### src/rtl/shift_engine_pkg.sv
// Shared definitions for the multi-cycle barrel-shift engine:
// shift-type encodings and the control FSM state type.
package shift_engine_pkg;

   // stype encodings
   localparam logic [1:0] SH_LSL = 2'b00;
   localparam logic [1:0] SH_LSR = 2'b01;
   localparam logic [1:0] SH_ASR = 2'b10;
   localparam logic [1:0] SH_ROR = 2'b11;

   // Control FSM states
   typedef enum logic [1:0] {
      IDLE  = 2'b00,
      SHIFT = 2'b01,
      DONE  = 2'b10
   } state_t;

endpackage

### src/rtl/shift_step.sv
// Combinational single-cycle shifter: shifts data by k (0..STEP) positions
// in the requested direction and reports the last bit shifted out.
// For ROR the reported bit is the new MSB, which is what the carry becomes.
module shift_step
   import shift_engine_pkg::*;
#(
   parameter int WIDTH = 32,
   parameter int STEP  = 1,
   parameter int KW    = $clog2(STEP + 1)
) (
   input  logic [WIDTH-1:0] data,
   input  logic [1:0]       stype,
   input  logic [KW-1:0]    k,
   output logic [WIDTH-1:0] result,
   output logic             last_out
);

   logic        [WIDTH:0]   ext_l;
   logic        [WIDTH:0]   ext_r;
   logic signed [WIDTH:0]   ext_a;
   logic        [WIDTH-1:0] rot;

   // One extra guard bit on each side catches the last bit shifted out
   always_comb begin
      ext_l    = {1'b0, data} << k;
      ext_r    = {data, 1'b0} >> k;
      ext_a    = $signed({data, 1'b0}) >>> k;
      rot      = WIDTH'({data, data} >> k);
      result   = data;
      last_out = 1'b0;
      case (stype)
         SH_LSL: begin
            result   = ext_l[WIDTH-1:0];
            last_out = ext_l[WIDTH];
         end
         SH_LSR: begin
            result   = ext_r[WIDTH:1];
            last_out = ext_r[0];
         end
         SH_ASR: begin
            result   = ext_a[WIDTH:1];
            last_out = ext_a[0];
         end
         default: begin
            result   = rot;
            last_out = rot[WIDTH-1];
         end
      endcase
   end

endmodule

### src/rtl/shift_engine.sv
// Multi-cycle shift engine: captures an operand and shift request on start,
// shifts up to STEP positions per cycle, then presents Rd and NZC flags with
// a one-cycle done pulse.
// Build option: define SHIFT_ENGINE_ROR_EN to implement rotate-right;
// otherwise stype ROR passes Rm through with the captured flags unchanged.
module shift_engine
   import shift_engine_pkg::*;
#(
   parameter int WIDTH = 32,
   parameter int STEP  = 1
) (
   input  logic             clk,
   input  logic             rst,
   input  logic             start,
   input  logic             S,
   input  logic [1:0]       stype,
   input  logic [WIDTH-1:0] Rm,
   input  logic [7:0]       operand2,
   input  logic             carry_in,
   input  logic             zero_in,
   input  logic             neg_in,
   output logic             busy,
   output logic             done,
   output logic [WIDTH-1:0] Rd,
   output logic             carry_out,
   output logic             zero_out,
   output logic             neg_out
);

   localparam int KW = $clog2(STEP + 1);

   state_t           state_reg, state_next;

   logic [WIDTH-1:0] data_reg;
   logic [1:0]       stype_reg;
   logic             s_reg;
   logic             cin_reg, zin_reg, nin_reg;
   logic             carry_reg;
   logic [7:0]       rem_reg;
   logic             amt_nz_reg;
   logic             over_reg;
   logic             bypass_reg;

   logic [WIDTH-1:0] rd_reg;
   logic             cout_reg, zout_reg, nout_reg;

   logic [7:0]       eff_amt;
   logic             bypass;
   logic [7:0]       step_amt;
   logic [KW-1:0]    k_step;
   logic [WIDTH-1:0] step_data;
   logic             step_last;
   logic             final_carry;

   // Effective shift count from the raw request (only meaningful when start is sampled)
   always_comb begin
      eff_amt = operand2;
      bypass  = 1'b0;
      if (stype == SH_ROR) begin
`ifdef SHIFT_ENGINE_ROR_EN
         eff_amt = operand2 & 8'(WIDTH - 1);
`else
         eff_amt = 8'd0;
         bypass  = 1'b1;
`endif
      end else if (operand2 > 8'(WIDTH)) begin
         eff_amt = 8'(WIDTH);
      end
   end

   // Per-cycle step is min(STEP, remaining); rem_reg never exceeds WIDTH
   always_comb begin
      step_amt = (rem_reg > 8'(STEP)) ? 8'(STEP) : rem_reg;
      k_step   = KW'(step_amt);
   end

   shift_step #(
      .WIDTH (WIDTH),
      .STEP  (STEP),
      .KW    (KW)
   ) u_step (
      .data     (data_reg),
      .stype    (stype_reg),
      .k        (k_step),
      .result   (step_data),
      .last_out (step_last)
   );

   // Carry resolution: ROR takes the result MSB, oversize LSL/LSR clear it,
   // everything else keeps the last bit shifted out (or carry_in if none)
   always_comb begin
      final_carry = carry_reg;
      if ((stype_reg == SH_ROR) && amt_nz_reg) begin
         final_carry = data_reg[WIDTH-1];
      end else if (over_reg) begin
         final_carry = 1'b0;
      end
   end

   // FSM state register
   always_ff @(posedge clk or negedge rst) begin
      if (!rst) begin
         state_reg <= IDLE;
      end else begin
         state_reg <= state_next;
      end
   end

   // FSM next state: a start outside IDLE is simply dropped
   always_comb begin
      state_next = state_reg;
      case (state_reg)
         IDLE:    if (start) state_next = SHIFT;
         SHIFT:   if (rem_reg == 8'd0) state_next = DONE;
         DONE:    state_next = IDLE;
         default: state_next = IDLE;
      endcase
   end

   // Operand capture on start, then one shift step per SHIFT cycle
   always_ff @(posedge clk or negedge rst) begin
      if (!rst) begin
         data_reg   <= '0;
         stype_reg  <= SH_LSL;
         s_reg      <= 1'b0;
         cin_reg    <= 1'b0;
         zin_reg    <= 1'b0;
         nin_reg    <= 1'b0;
         carry_reg  <= 1'b0;
         rem_reg    <= 8'd0;
         amt_nz_reg <= 1'b0;
         over_reg   <= 1'b0;
         bypass_reg <= 1'b0;
      end else begin
         if ((state_reg == IDLE) && start) begin
            data_reg   <= Rm;
            stype_reg  <= stype;
            s_reg      <= S;
            cin_reg    <= carry_in;
            zin_reg    <= zero_in;
            nin_reg    <= neg_in;
            carry_reg  <= carry_in;
            rem_reg    <= eff_amt;
            amt_nz_reg <= (operand2 != 8'd0);
            over_reg   <= ((stype == SH_LSL) || (stype == SH_LSR)) && (operand2 > 8'(WIDTH));
            bypass_reg <= bypass;
         end else if ((state_reg == SHIFT) && (rem_reg != 8'd0)) begin
            data_reg  <= step_data;
            rem_reg   <= rem_reg - step_amt;
            carry_reg <= step_last;
         end
      end
   end

   // Result and flag registers, loaded only on entry to DONE
   always_ff @(posedge clk or negedge rst) begin
      if (!rst) begin
         rd_reg   <= '0;
         cout_reg <= 1'b0;
         zout_reg <= 1'b0;
         nout_reg <= 1'b0;
      end else if ((state_reg == SHIFT) && (rem_reg == 8'd0)) begin
         rd_reg <= data_reg;
         if (s_reg && !bypass_reg) begin
            cout_reg <= final_carry;
            zout_reg <= (data_reg == '0);
            nout_reg <= data_reg[WIDTH-1];
         end else begin
            cout_reg <= cin_reg;
            zout_reg <= zin_reg;
            nout_reg <= nin_reg;
         end
      end
   end

   assign busy      = (state_reg != IDLE);
   assign done      = (state_reg == DONE);
   assign Rd        = rd_reg;
   assign carry_out = cout_reg;
   assign zero_out  = zout_reg;
   assign neg_out   = nout_reg;

endmodule

### config.mk
export PLATFORM = sky130hd
export DESIGN_NAME = shift_engine
export DESIGN_NICKNAME = d
export VERILOG_FILES = /design/src/rtl/shift_engine_pkg.sv /design/src/rtl/shift_step.sv /design/src/rtl/shift_engine.sv
export SDC_FILE = /design/constraint.sdc
export NUM_CORES = 1
export LEC_CHECK = 0
export ABC_AREA = 1
export CAP_MARGIN = 10
export CORE_AREA = 2 2 104 96
export DETAILED_ROUTE_END_ITERATION = 12
export DIE_AREA = 0 0 106 98
export MAX_ROUTING_LAYER = met4
export PLACE_DENSITY_LB_ADDON = 0.25
export SETUP_SLACK_MARGIN = 0.3
export SYNTH_ARGS = -nofsm -noshare
export SYNTH_HDL_FRONTEND = slang
export SYNTH_SLANG_ARGS = --single-unit
export TNS_END_PERCENT = 30
### constraint.sdc
create_clock -name clk -period 1.8 [get_ports clk]
set_clock_uncertainty 0.05 [all_clocks]
set_input_delay 0.27 -clock clk [delete_from_list [all_inputs] [get_ports clk]]
set_output_delay 0.27 -clock clk [all_outputs]
set_load 0.1 [all_outputs]
==> impl_metrics.json <==
{
  "status": "finished, final reports clean",
  "setup_viol": 0,
  "slew_violations": 0,
  "die_h_um": 98,
  "synth-edff-count": 0,
  "drtIter0Drc": 311,
  "arrival_ns": 1.92,
  "rows": 34,
  "min_period_ns": 1.724,
  "routedWlPerCell_um": 16.80,
  "start_kind": "register",
  "worstSetupPathType": "reg2reg",
  "drcViolationCount": 0,
  "synthArstFlopShare_pct": 100.0,
  "finalHoldViolCount": 0,
  "placed_cell_area_mm2": 0.005809,
  "grt_pass1_wl_um": 19700,
  "synthTopCellsByArea": "dfrtp_1 (51%), nand2_1 (12%), o211ai_1 (7.2%), inv_1 (5.1%), o21ai_1 (4.0%)",
  "first_global_vias": 4044,
  "die_w_um": 106,
  "worstSkewPairLatency_ns": 0.36,
  "netlist_area_mm2": 0.004292,
  "wirelength_um": 12830,
  "nFillCells": 679,
  "worst_pin_slew_ns": 0.4410,
  "fin_util_pct": 70.34,
  "grt_overflow_total": 0,
  "clock_sinks": 87,
  "yosysWarnings": 0,
  "via_per_inst": 5.493,
  "diodes": 0,
  "antenna_found_initial": 0,
  "clock_path_buffers": 2,
  "tritoncts": "yes",
  "ctsRootBufferMaster": "clkbuf_8",
  "synthesis.nets": 561,
  "grt_max_degree": 43,
  "multiInputGateArea_mm2": 0.001939,
  "track_usage_pct": 24.66,
  "stdcell_area_mm2": 0.006613,
  "avgSynthCellArea_um2": 8.398,
  "fmax_mhz": 580.1,
  "rrSetupSlack_ns": 0.08,
  "core-area_mm2": 0.009402,
  "num_vias": 4197,
  "synth_flop_cell": "dfrtp_1",
  "min_period_over_period_pct": 95.77,
  "clk_pin_slew_ns": 0.10,
  "tns_ns": 0,
  "hold-worst-slack_ns": 0.3484,
  "first_pass_iters": 5,
  "portBuffers": 85,
  "ant_nets": 0,
  "regArea_mm2": 0.002180,
  "worstPathMaxFanout": 10,
  "synth_top_area_cell": "dfrtp_1",
  "die_area_mm2": 0.01039,
  "layout-drive-gt1-share_pct": 25.71,
  "h-tree-depth": 3,
  "synth_seq_cells": 87,
  "synth_cell_types": 33,
  "cts_buffers": 9,
  "synth_common_cells": "nand2_1 (135), dfrtp_1 (87), inv_1 (58), o211ai_1 (41), o21ai_1 (34)",
  "start_util_pct": 45.65,
  "routabilityCongestion": 0.8953,
  "slew_headroom_pct": 70.60,
  "maxCapViolCount": 0,
  "synthCells": 511,
  "rsz0062_at_grt": "true",
  "io-pin-count": 86,
  "nets": 683,
  "end_kind": "register",
  "synth_most_common_cell": "nand2_1",
  "crit_required_ns": 2.00,
  "dp_hpwl_um": 8221,
  "ys_seq_area_share_pct": 50.73,
  "worstHoldPathType": "in2async",
  "synth_top_area_share_pct": 50.73,
  "area_growth_pct": 54.08
}
worst max-delay path, stage by stage, from the launching register on:
cell and delay [ns]:
dfrtp_2 0.45, nor2_4 0.20, nand2_2 0.13, nor2_4 0.17, buf_6 0.18, nand2_8 0.11, clkbuf_16 0.20, nand2_1 0.06
o21ai_1 0.07
worst paths after layout:
path | from | to | cells after the start
max | rem_reg[2] | Rd[29] | 8
min | rst | Rd[24] | 2
max reg2reg | rem_reg[2] | Rd[29] | 8
min reg2reg | nin_reg | nin_reg | 2
max in group asynchronous | rst | rem_reg[2] | 3
min in group clk | zero_in | zin_reg | 3
cell usage in the layout (no fill, tap or decap), types with 3 or more instances in the layout:
cell,Yosys,routed
a21oi_1,13,13
buf_12,0,44
buf_4,3,25
buf_6,3,11
bufinv_16,0,3
clkbuf_16,0,5
clkbuf_8,0,9
clkdlybuf4s50_1,0,47
dfrtp_1,87,85
inv_1,58,54
inv_2,2,4
nand2_1,135,121
nand2_2,2,9
nand2_4,0,6
nand3_1,18,17
nand4_1,7,7
nor2_1,33,27
nor2_2,2,6
nor2_4,2,4
nor3_1,5,4
o211ai_1,41,41
o211ai_2,10,10
o21ai_0,20,15
o21ai_1,34,31
o21ai_2,0,8
cell families after synthesis:
| family | share of synthesized area [%] |
|---|---|
| AOI/OAI and AO/OA | 19.39 |
| xor gates and xnor gates | 0.4082 |
| and+or+nand+nor | 20.50 |
| buffers and inverters | 8.688 |
| adders and majority gates | 0.2915 |
| DFF | 50.73 |
layout make-up:
type / count / share of cell area (%)
inverter: 61 / 3.614
clock buffer: 9 / 1.873
sequential: 87 / 32.96
multi-input combinational: 339 / 29.33
tap: 126 / 2.384
clock inverter: 7 / 1.816
timing repair buffer: 135 / 28.02
stage by stage:
stage,worst slack [ns],cells
3_5_place_dp,0.002098,723
5_1_grt,-0.02066,764
6_report,0.07621,764
3_3_place_gp,0.04152,723
2_1_floorplan,0.1730,511
4_1_cts,0.09006,748
repair_timing:
action	in CTS	in global routing
setup buffers	7	8
cloned	1	8
hold buffers	1	0
endpoints found under the hold margin	31	0
gates resized for setup	25	45
pin swaps	12	11
endpoints found under the setup margin	76	80
per-layer routing:
metal / part of all wire [%] / up-vias / wire, µm / GRT usage [%]
li1: - / 1954 / - / -
met1: 43 / 2040 / 5489 / 31.76
met2: 49 / 173 / 6264 / 39.16
met3: 6.0 / 30 / 772 / 3.939
met4: 2.4 / 0 / 306 / 9.919
met5: 0 / - / 0 / -
Power is not shown: default switching activity piles up to over one toggle a cycle in this logic, so the estimate is an artifact.
